[src/rtl/mem_line_controller_if.sv]
// Bundles the cache-side request/data signals and the word-wide memory port
// of the line controller. slave = controller side, master = requester/memory side.
interface mem_line_controller_if #(
    parameter int WORD_WIDTH = 32,
    parameter int ADDR_WIDTH = 32,
    parameter int LINE_WORDS = 16
);
    localparam int OFF = $clog2(LINE_WORDS);

    logic                  fill_req;
    logic [ADDR_WIDTH-1:0] fill_addr;
    logic                  fill_ack;
    logic [WORD_WIDTH-1:0] fill_data;
    logic                  fill_data_valid;
    logic [OFF-1:0]        fill_word_idx;
    logic                  fill_done;
    logic                  wb_req;
    logic [ADDR_WIDTH-1:0] wb_addr;
    logic                  wb_ack;
    logic [OFF-1:0]        wb_word_idx;
    logic [WORD_WIDTH-1:0] wb_data;
    logic                  wb_done;
    logic                  busy;
    logic [WORD_WIDTH-1:0] mem_write_data;
    logic [ADDR_WIDTH-3:0] mem_write_addr;
    logic                  mem_write_en;
    logic [ADDR_WIDTH-3:0] mem_read_addr;
    logic                  mem_read_addr_valid;
    logic [WORD_WIDTH-1:0] mem_read_data;
    logic                  mem_read_ready;
    logic                  mem_read_valid;

    modport slave (
        input  fill_req, fill_addr, wb_req, wb_addr, wb_data,
               mem_read_data, mem_read_ready, mem_read_valid,
        output fill_ack, fill_data, fill_data_valid, fill_word_idx, fill_done,
               wb_ack, wb_word_idx, wb_done, busy,
               mem_write_data, mem_write_addr, mem_write_en,
               mem_read_addr, mem_read_addr_valid
    );

    modport master (
        output fill_req, fill_addr, wb_req, wb_addr, wb_data,
               mem_read_data, mem_read_ready, mem_read_valid,
        input  fill_ack, fill_data, fill_data_valid, fill_word_idx, fill_done,
               wb_ack, wb_word_idx, wb_done, busy,
               mem_write_data, mem_write_addr, mem_write_en,
               mem_read_addr, mem_read_addr_valid
    );
endinterface

[src/rtl/mem_line_controller.sv]
// Turns whole-line fill and writeback requests into per-word memory reads and
// writes; one line operation at a time, writeback wins arbitration.
module mem_line_controller #(
    parameter int WORD_WIDTH = 32,
    parameter int ADDR_WIDTH = 32,
    parameter int LINE_WORDS = 16
) (
    input  logic                  clk,
    input  logic                  rst,
    mem_line_controller_if.slave  bus
);
    localparam int OFF    = $clog2(LINE_WORDS);
    localparam int BASE_W = ADDR_WIDTH - 2 - OFF;
    localparam logic [OFF-1:0] LAST_IDX = OFF'(LINE_WORDS - 1);

    typedef enum logic [1:0] {IDLE, WB, RD_ISSUE, RD_WAIT} state_t;

    state_t                state_q;
    logic [BASE_W-1:0]     base_q;
    logic [OFF-1:0]        idx_q;
    logic                  wb_last_q;
    logic                  fill_ack_q;
    logic                  fill_data_valid_q;
    logic                  fill_done_q;
    logic [WORD_WIDTH-1:0] fill_data_q;
    logic [OFF-1:0]        fill_word_idx_q;
    logic                  wb_ack_q;
    logic                  wb_done_q;
    logic                  mem_write_en_q;
    logic [ADDR_WIDTH-3:0] mem_write_addr_q;
    logic [WORD_WIDTH-1:0] mem_write_data_q;
    logic                  mem_read_addr_valid_q;
    logic [ADDR_WIDTH-3:0] mem_read_addr_q;

    logic [OFF-1:0]        idx_d;
    logic [BASE_W-1:0]     fill_base_d;
    logic [BASE_W-1:0]     wb_base_d;
    logic                  unused_low_bits;

    // Byte offset within the line is irrelevant: only the line base is kept.
    assign fill_base_d     = bus.fill_addr[ADDR_WIDTH-1:OFF+2];
    assign wb_base_d       = bus.wb_addr[ADDR_WIDTH-1:OFF+2];
    assign unused_low_bits = ^{bus.fill_addr[OFF+1:0], bus.wb_addr[OFF+1:0]};
    assign idx_d           = idx_q + OFF'(1);

    always_ff @(posedge clk) begin
        if (!rst) begin
            state_q               <= IDLE;
            base_q                <= '0;
            idx_q                 <= '0;
            wb_last_q             <= 1'b0;
            fill_ack_q            <= 1'b0;
            fill_data_valid_q     <= 1'b0;
            fill_done_q           <= 1'b0;
            fill_data_q           <= '0;
            fill_word_idx_q       <= '0;
            wb_ack_q              <= 1'b0;
            wb_done_q             <= 1'b0;
            mem_write_en_q        <= 1'b0;
            mem_write_addr_q      <= '0;
            mem_write_data_q      <= '0;
            mem_read_addr_valid_q <= 1'b0;
            mem_read_addr_q       <= '0;
        end else begin
            fill_ack_q        <= 1'b0;
            fill_data_valid_q <= 1'b0;
            fill_done_q       <= 1'b0;
            wb_ack_q          <= 1'b0;
            wb_done_q         <= 1'b0;
            case (state_q)
                IDLE: begin
                    // Victim must leave memory before its refill can read it.
                    if (bus.wb_req) begin
                        state_q   <= WB;
                        wb_ack_q  <= 1'b1;
                        base_q    <= wb_base_d;
                        idx_q     <= '0;
                        wb_last_q <= 1'b0;
                    end else if (bus.fill_req) begin
                        state_q               <= RD_ISSUE;
                        fill_ack_q            <= 1'b1;
                        base_q                <= fill_base_d;
                        idx_q                 <= '0;
                        mem_read_addr_valid_q <= 1'b1;
                        mem_read_addr_q       <= {fill_base_d, OFF'(0)};
                    end
                end
                WB: begin
                    if (wb_last_q) begin
                        mem_write_en_q <= 1'b0;
                        wb_done_q      <= 1'b1;
                        wb_last_q      <= 1'b0;
                        state_q        <= IDLE;
                    end else begin
                        mem_write_en_q   <= 1'b1;
                        mem_write_addr_q <= {base_q, idx_q};
                        mem_write_data_q <= bus.wb_data;
                        idx_q            <= idx_d;
                        wb_last_q        <= (idx_q == LAST_IDX);
                    end
                end
                RD_ISSUE: begin
                    if (bus.mem_read_ready) begin
                        mem_read_addr_valid_q <= 1'b0;
                        state_q               <= RD_WAIT;
                    end
                end
                RD_WAIT: begin
                    if (bus.mem_read_valid) begin
                        fill_data_q       <= bus.mem_read_data;
                        fill_word_idx_q   <= idx_q;
                        fill_data_valid_q <= 1'b1;
                        if (idx_q == LAST_IDX) begin
                            fill_done_q <= 1'b1;
                            state_q     <= IDLE;
                        end else begin
                            idx_q                 <= idx_d;
                            mem_read_addr_q       <= {base_q, idx_d};
                            mem_read_addr_valid_q <= 1'b1;
                            state_q               <= RD_ISSUE;
                        end
                    end
                end
                default: state_q <= IDLE;
            endcase
        end
    end

    assign bus.fill_ack            = fill_ack_q;
    assign bus.fill_data           = fill_data_q;
    assign bus.fill_data_valid     = fill_data_valid_q;
    assign bus.fill_word_idx       = fill_word_idx_q;
    assign bus.fill_done           = fill_done_q;
    assign bus.wb_ack              = wb_ack_q;
    assign bus.wb_word_idx         = idx_q;
    assign bus.wb_done             = wb_done_q;
    assign bus.busy                = (state_q != IDLE);
    assign bus.mem_write_en        = mem_write_en_q;
    assign bus.mem_write_addr      = mem_write_addr_q;
    assign bus.mem_write_data      = mem_write_data_q;
    assign bus.mem_read_addr_valid = mem_read_addr_valid_q;
    assign bus.mem_read_addr       = mem_read_addr_q;
endmodule

[src/flat_wrapper.sv]
// flat-port wrapper written by rule: the top's interface ports become plain ports
module mem_line_controller_flat 
#(
    parameter int WORD_WIDTH = 32,
    parameter int ADDR_WIDTH = 32,
    parameter int LINE_WORDS = 16
)
  (clk, rst, bus_fill_req, bus_fill_addr, bus_wb_req, bus_wb_addr, bus_wb_data, bus_mem_read_data, bus_mem_read_ready, bus_mem_read_valid, bus_fill_ack, bus_fill_data, bus_fill_data_valid, bus_fill_word_idx, bus_fill_done, bus_wb_ack, bus_wb_word_idx, bus_wb_done, bus_busy, bus_mem_write_data, bus_mem_write_addr, bus_mem_write_en, bus_mem_read_addr, bus_mem_read_addr_valid);
  mem_line_controller_if #(.WORD_WIDTH(WORD_WIDTH), .ADDR_WIDTH(ADDR_WIDTH), .LINE_WORDS(LINE_WORDS)) bus_i ();
  input  logic clk;
  input  logic rst;
  input wire logic [$bits(bus_i.fill_req)-1:0] bus_fill_req;
  input wire logic [$bits(bus_i.fill_addr)-1:0] bus_fill_addr;
  input wire logic [$bits(bus_i.wb_req)-1:0] bus_wb_req;
  input wire logic [$bits(bus_i.wb_addr)-1:0] bus_wb_addr;
  input wire logic [$bits(bus_i.wb_data)-1:0] bus_wb_data;
  input wire logic [$bits(bus_i.mem_read_data)-1:0] bus_mem_read_data;
  input wire logic [$bits(bus_i.mem_read_ready)-1:0] bus_mem_read_ready;
  input wire logic [$bits(bus_i.mem_read_valid)-1:0] bus_mem_read_valid;
  output wire logic [$bits(bus_i.fill_ack)-1:0] bus_fill_ack;
  output wire logic [$bits(bus_i.fill_data)-1:0] bus_fill_data;
  output wire logic [$bits(bus_i.fill_data_valid)-1:0] bus_fill_data_valid;
  output wire logic [$bits(bus_i.fill_word_idx)-1:0] bus_fill_word_idx;
  output wire logic [$bits(bus_i.fill_done)-1:0] bus_fill_done;
  output wire logic [$bits(bus_i.wb_ack)-1:0] bus_wb_ack;
  output wire logic [$bits(bus_i.wb_word_idx)-1:0] bus_wb_word_idx;
  output wire logic [$bits(bus_i.wb_done)-1:0] bus_wb_done;
  output wire logic [$bits(bus_i.busy)-1:0] bus_busy;
  output wire logic [$bits(bus_i.mem_write_data)-1:0] bus_mem_write_data;
  output wire logic [$bits(bus_i.mem_write_addr)-1:0] bus_mem_write_addr;
  output wire logic [$bits(bus_i.mem_write_en)-1:0] bus_mem_write_en;
  output wire logic [$bits(bus_i.mem_read_addr)-1:0] bus_mem_read_addr;
  output wire logic [$bits(bus_i.mem_read_addr_valid)-1:0] bus_mem_read_addr_valid;
  assign bus_i.fill_req = bus_fill_req;
  assign bus_i.fill_addr = bus_fill_addr;
  assign bus_i.wb_req = bus_wb_req;
  assign bus_i.wb_addr = bus_wb_addr;
  assign bus_i.wb_data = bus_wb_data;
  assign bus_i.mem_read_data = bus_mem_read_data;
  assign bus_i.mem_read_ready = bus_mem_read_ready;
  assign bus_i.mem_read_valid = bus_mem_read_valid;
  assign bus_fill_ack = bus_i.fill_ack;
  assign bus_fill_data = bus_i.fill_data;
  assign bus_fill_data_valid = bus_i.fill_data_valid;
  assign bus_fill_word_idx = bus_i.fill_word_idx;
  assign bus_fill_done = bus_i.fill_done;
  assign bus_wb_ack = bus_i.wb_ack;
  assign bus_wb_word_idx = bus_i.wb_word_idx;
  assign bus_wb_done = bus_i.wb_done;
  assign bus_busy = bus_i.busy;
  assign bus_mem_write_data = bus_i.mem_write_data;
  assign bus_mem_write_addr = bus_i.mem_write_addr;
  assign bus_mem_write_en = bus_i.mem_write_en;
  assign bus_mem_read_addr = bus_i.mem_read_addr;
  assign bus_mem_read_addr_valid = bus_i.mem_read_addr_valid;
  mem_line_controller #(.WORD_WIDTH(WORD_WIDTH), .ADDR_WIDTH(ADDR_WIDTH), .LINE_WORDS(LINE_WORDS)) u_core (.clk(clk), .rst(rst), .bus(bus_i));
endmodule
[config.mk]
export PLATFORM = sky130hd
export DESIGN_NAME = mem_line_controller_flat
export DESIGN_NICKNAME = d
export VERILOG_FILES = /design/src/rtl/mem_line_controller_if.sv /design/src/rtl/mem_line_controller.sv /design/src/flat_wrapper.sv
export SDC_FILE = /design/constraint.sdc
export NUM_CORES = 1
export LEC_CHECK = 0
export ABC_AREA = 1
export BUFFER_PORTS_ARGS = -buffer_cell sky130_fd_sc_hd__buf_2
export CORE_ASPECT_RATIO = 0.7
export CORE_MARGIN = 8
export CORE_UTILIZATION = 38
export CTS_BUF_LIST = sky130_fd_sc_hd__clkbuf_8
export DETAILED_ROUTE_END_ITERATION = 8
export GPL_ROUTABILITY_DRIVEN = 0
export HOLD_SLACK_MARGIN = 0.08
export PLACE_DENSITY = 0.71
export SYNTH_ARGS = -nofsm -noshare
export SYNTH_HDL_FRONTEND = slang
export SYNTH_SLANG_ARGS = --single-unit
export TNS_END_PERCENT = 50
[constraint.sdc]
create_clock -name clk -period 1.7 [get_ports clk]
set_input_delay 0.255 -clock clk [delete_from_list [all_inputs] [get_ports clk]]
set_output_delay 0.255 -clock clk [all_outputs]
set_load 0.01 [all_outputs]
Word-level counts from Yosys, hierarchy flattened --
Cells that the tools add are included.
Operators by class: add/sub/neg operators 1, equality and inequality tests 13, muxes and demuxes 35, bitwise logic cells 3, reduce and logical (&&, ||, !) cells 20
Operators by type and width (number):
- 30-bit two-way mux | 4
- 30-bit one-hot mux with 2 select lines | 1
- 26-bit two-way mux | 2
- 4-bit two-way mux | 5
- 2-bit inequality test (second input constant) | 7
- 2-bit AND reduction | 7
- 1-bit two-way mux | 13
- 2-bit two-way mux | 6
- 4-bit one-hot mux with 3 select lines | 1
- 5-bit AND reduction | 2
- 2-bit one-hot mux with 4 select lines | 1
- 2-bit nonzero test | 4
- 6-bit AND reduction | 1
- 3-bit nonzero test | 2
- 4-bit by 1-bit adder with 4-bit output (second input constant) | 1
- 2-bit == test (second input constant) | 2
- 4-bit == test (second input constant) | 1
- 4-bit AND reduction | 1
- 3-bit inequality test (second input constant) | 1
- 1-bit NOT | 3
- 1-bit one-hot mux with 3 select lines | 1
- 3-bit AND reduction | 1
- 3-bit OR reduction | 1
- 2-bit by 1-bit == test with 1-bit output (second input constant) | 1
- 3 further kinds | 3
Storage, ports and cells: flip-flop bits (word level) 168, input port bits 134, word-level logic and storage cells 88

Depth between registers and ports, before layout --
depth after elaboration 4, mapped depth 10, mapped depth without buffers 9

Worst setup path before layout --
Ideal clock, no wire load.
path type register to register, start register u_core.idx_q[0] (netlist: u_core.bus.wb_word_idx[0]), end register u_core.mem_read_addr_q[2] (netlist: u_core.bus.mem_read_addr[2]), setup time 0.115 ns, data arrival time 1.372 ns, path slack 0.213 ns, cell stages (with the launch flop) 8, path buffers 1, period minus slack after synthesis 1.487 ns, path through dfxtp_1 -> ha_1 -> nand3_1 -> nand2_1 -> nand2_4 -> buf_4 -> a21oi_1 -> nor2_1
On the way: longest elaborated chain between the ends 4, elaborated cells on any way between the ends 7, those cells by class add/sub (1); eq/ne (2); mux (3); reduce/logical (1)
RTL lines:
- start, declared | RTL line mem_line_controller.sv:20 | logic [OFF-1:0] idx_q;
- start signal, assigned | RTL line mem_line_controller.sv:98 | idx_q <= idx_d;
- start signal, assigned | RTL line mem_line_controller.sv:117 | idx_q <= idx_d;
- 4-bit by 1-bit adder with 4-bit output | RTL line mem_line_controller.sv:44 | assign idx_d = idx_q + OFF'(1);
- 30-bit two-way mux | RTL line mem_line_controller.sv:113 | if (idx_q == LAST_IDX) begin
- 30-bit two-way mux | RTL line mem_line_controller.sv:109 | if (bus.mem_read_valid) begin
- 30-bit one-hot mux with 2 select lines | RTL line mem_line_controller.sv:70 | case (state_q)
- end signal, assigned | RTL line mem_line_controller.sv:85 | mem_read_addr_q <= {fill_base_d, OFF'(0)};
- end signal, assigned | RTL line mem_line_controller.sv:118 | mem_read_addr_q <= {base_q, idx_d};
- end, declared | RTL line mem_line_controller.sv:33 | logic [ADDR_WIDTH-3:0] mem_read_addr_q;
Parallel ways exist; a longest one is shown, timed or not. The select of a mux whose other input is x is not followed. A chain may end at the register's enable or synchronous reset.

Worst setup path after layout --
start register u_core.state_q[1], end output bus_busy
On the way: longest elaborated chain between the ends 1
RTL lines:
- start, declared | RTL line mem_line_controller.sv:18 | state_t state_q;
- start signal, assigned | RTL line mem_line_controller.sv:48 | state_q <= IDLE;
- start signal, assigned | RTL line mem_line_controller.sv:74 | state_q <= WB;
- start signal, assigned | RTL line mem_line_controller.sv:80 | state_q <= RD_ISSUE;
- 2-bit nonzero test | RTL line mem_line_controller.sv:137 | assign bus.busy = (state_q != IDLE);
- end, declared | RTL line flat_wrapper.sv:28 | output wire logic [$bits(bus_i.busy)-1:0] bus_busy;
Every way passes these cells.

==> metrics.md <==
| Metric | Value |
|---|---|
| Reg2reg setup slack | ~0.15 ns |
| Via count | 7646 |
| Area leader, netlist | dfxtp_1 |
| Post-Place Setup Slack | about 0.027 ns |
| H-Tree Depth | 4 |
| Max-capacitance violation count | 0 |
| Root buffer cell | clkbuf_8 |
| Clock buffer depth | 2 |
| Most common cell after layout, fill and taps aside | nand2_1 |
| Cell count after synthesis | around 900 |
| Layout Skew | just under 0.02 ns |
| GRT overflow | 0 |
| Hold path startpoint | bus_wb_addr[6] |
| Run status | complete, no violations |
| First-pass GRT wire length | 39400 um |
| Top-level port count | around 270 |
| Pre-Repair DR Iteration Count | 5 |
| Syn avg cell area | 7.58 um^2 |
| Synth Flop Type | dfxtp_1 |
| Routed Antenna Nets | 0 |
| Chip Width | around 180 um |
| Layout cell share with drive strength beyond 1 | between 20% and 30% |
| HP Class | in -> reg |
| Synth Area in Simple Gates | ~29% |
| Die height | around 130 um |
| Distinct cells, synth | 26 |
| Power Dens Cells | between 1000 and 1500 mW/mm^2 |
| Crit end category | primary output |
| RR Startpoint | u_core.bus.wb_word_idx[0]$_SDFFE_PN0P_ |
| Mux cell area share after synthesis | 0% |
| Core ar. | approximately 0.018 mm^2 |
| Vias in the first global route | approximately 7.6k |
| Row cnt | between 40 and 50 |
| Post-synth EDFFs | 0 |
| Setup CP Type | reg -> out |
| CP max stage cell | dfxtp_2 |
| PortBufs | 261 |
| Final HPWL DP | between 15000 and 20000 um |
| RSZ-0062 raised after global routing | no |
| Pleak | approximately 0.0045 uW |
| First DRT Iteration DRCs | roughly 600 |
| Num CTS Buffers | 17 |
| Fin. max-slew vios | 0 |
| Crit path max fanout | 7 |
| Endpoints failing hold | 0 |
| Dominant cells by area after synthesis | dfxtp_1, nand2_1, nand3_1, a21oi_1, buf_6 |
| TritonCTS Sinks | ~170 |
| FF-to-FF path depth | 7 |
| Hold path cells | 3 |
| Final setup violation count | 0 |
| Full die area | around 0.023 mm^2 |
| VDD IR max | about 0.0007 V |
| Setup slack after layout | about 0.10 ns |
| Setup TNS | 0 ns |
| Initial Util | approximately 38% |
| Cell breakdown of the critical path | buf_4 > nor2_4 > inv_2 > buf_2 |
| Largest family of logic cells by synthesized area | simple AND/OR/NAND/NOR gates |
| FF+latch count, synth | around 170 |
| Syn Nets | 1041 |
| Hold endpoint | u_core.base_q[0]$_SDFFE_PN0P_ |
| Final worst-path cycle share | 93.9% |
| Startpoint Class | flop |
| Nets | around 1.4k |
| Worst R2R End | u_core.bus.mem_read_addr[27]$_SDFFE_PN0P_ |
| Synth Area in Adders | less than 1% |
| Compound-Gate Fraction of Synth Area | ~14% |
| Register area share after synthesis | between 40% and 50% |
| DR WL/cell | approximately 17 um |
| Crit-path max cell delay | 0.36 ns |
| Post-synth ARST share | 0% |
| Yosys warning count | 0 |
| Synth Cell Area | ~0.0069 mm^2 |
| Largest net degree at the start of global routing | between 70 and 80 |
| Fill cell count | between 1.5k and 2k |
| Total GRT Usage | 21.5% |
| DRC Markers | 0 |
| Clk pin slew, worst setup/hold paths | around 0.09 ns |
| Clock latency on the worst-skew pair | between 0.4 and 0.5 ns |
| Initial antenna violation count | 0 |
| Worst Path Arrival | about 1.3 ns |
| Rel. slew slack | 72.2% |
| WL final | approximately 25000 um |
| Peak Freq | around 630 MHz |
| CTS tree | done |
| Area share of xor/xnor cells in the synthesized design | 0.128% |
| Final min period | approximately 1.6 ns |
| Commonest cells after routing, fill and taps aside | nand2_1, buf_2, dfxtp_1 |
| Routed vias/inst | 5.10 |
| Slew @ Worst Pin | about 0.42 ns |
| Critical Path RT | about 1.4 ns |
| P&R area growth vs syn | 43.7% |
| Yosys top cell area share | about half |
| Utilization after layout | a little under three fifths |
==> per-stage QoR <==
step	hold WS, ns	instances	area (um^2)	power, uW
global placement	0.436	1356	8290	10800
detailed placement	0.440	1356	8290	10900
finish	0.120	1500	9870	14300
CTS	0.0812	1499	9850	14400
floorplan	0.409	906	6870	9100
global route	0.0948	1499	9870	15300
==> worst max path at each step <==
stage	from	endpoint	slack, ns
floorplan	u_core.bus.wb_word_idx[0]$_SDFFE_PN0P_	u_core.bus.mem_read_addr[2]$_SDFFE_PN0P_	0.21
global placement	u_core.bus.wb_word_idx[0]$_SDFFE_PN0P_	u_core.bus.mem_read_addr[3]$_SDFFE_PN0P_	0.07
detailed placement	u_core.bus.wb_word_idx[0]$_SDFFE_PN0P_	u_core.bus.mem_read_addr[16]$_SDFFE_PN0P_	0.03
CTS	u_core.bus.wb_word_idx[0]$_SDFFE_PN0P_	u_core.bus.mem_read_addr[26]$_SDFFE_PN0P_	0.002
global route	u_core.state_q[1]$_SDFFE_PN0P_	bus_busy	0.01
finish	u_core.state_q[1]$_SDFFE_PN0P_	bus_busy	0.10
==> flip-flops by register name, indices dropped and copies added (netlist names) <==
signal,flops
u_core.bus.wb_done,1
u_core.bus.mem_read_addr,30
u_core.bus.mem_write_addr,30
u_core.bus.fill_done,1
u_core.base_q,26
u_core.bus.mem_write_en,1
u_core.wb_last_q,1
u_core.bus.fill_data,32
u_core.bus.mem_read_addr_valid,1
u_core.state_q,2
u_core.bus.fill_ack,1
u_core.bus.wb_word_idx,4
u_core.bus.fill_data_valid,1
u_core.bus.mem_write_data,32
u_core.bus.wb_ack,1
u_core.bus.fill_word_idx,4
==> cell usage after synthesis, types with 3 or more instances <==
cell type and count:
a21oi_1 133, inv_1 8, buf_6 16, nor2_1 17, buf_4 10, nand2_1 287, dfxtp_1 168, buf_2 22
nand3_1 135, a31oi_1 26, clkbuf_1 21, buf_1 8, nand2_4 3, inv_2 8, nor2_4 4, o21ai_1 9
o21ai_0 18
==> power by group <==
group	switching, uW	leakage, uW	internal (uW)	total [uW]
Sequential	530	0.00137	4850	5380
Combinational	3590	0.00286	2090	5690
Clock	1500	0.000241	1780	3280
==> area by class of cell <==
class                           count  area, um^2  share of cell area [%]
Timing Repair Buffer              402        2710                    27.4
Sequential cell                   168        3370                    34.1
Inverter                           16        62.6                   0.634
Antenna cell                        1        2.50                  0.0253
Clock buffer                       18         248                    2.51
Multi-Input combinational cell    645        2980                    30.2
Tap cell                          236         295                    2.99
Clock inverter                     14         206                    2.09
==> critical path: cells and delay by family (launching register included) <==
| kind | cells | cell delay, ns |
|---|---|---|
| flops | 1 | 0.36 |
| buf+inv | 3 | 0.49 |
| simple gates | 1 | 0.05 |
==> routing by layer <==
layer  wire length (um)  GRT usage (%)
met1              10400           26.3
met5                  0              0
met3               2860           7.49
met2              11500           34.6
met4                495           8.23
==> logic make-up after synthesis <==
group                      after synthesis
and+or+nand+nor                        456
AOI/OAI and AO/OA                      187
DFF                                    168
buffers and inverters                   93
xor gates and xnor gates                 1
adders and majority gates                1
==> what timing repair did <==
| action | in CTS | in global routing |
|---|---|---|
| setup endpoints to repair | 0 | 30 |
| hold buffers | 111 | 0 |
| hold endpoints to repair | 88 | 0 |
| setup buffers | 0 | 0 |
| gates resized for setup | 0 | 5 |
No activity file was read; power rests on OpenSTA's default activity.
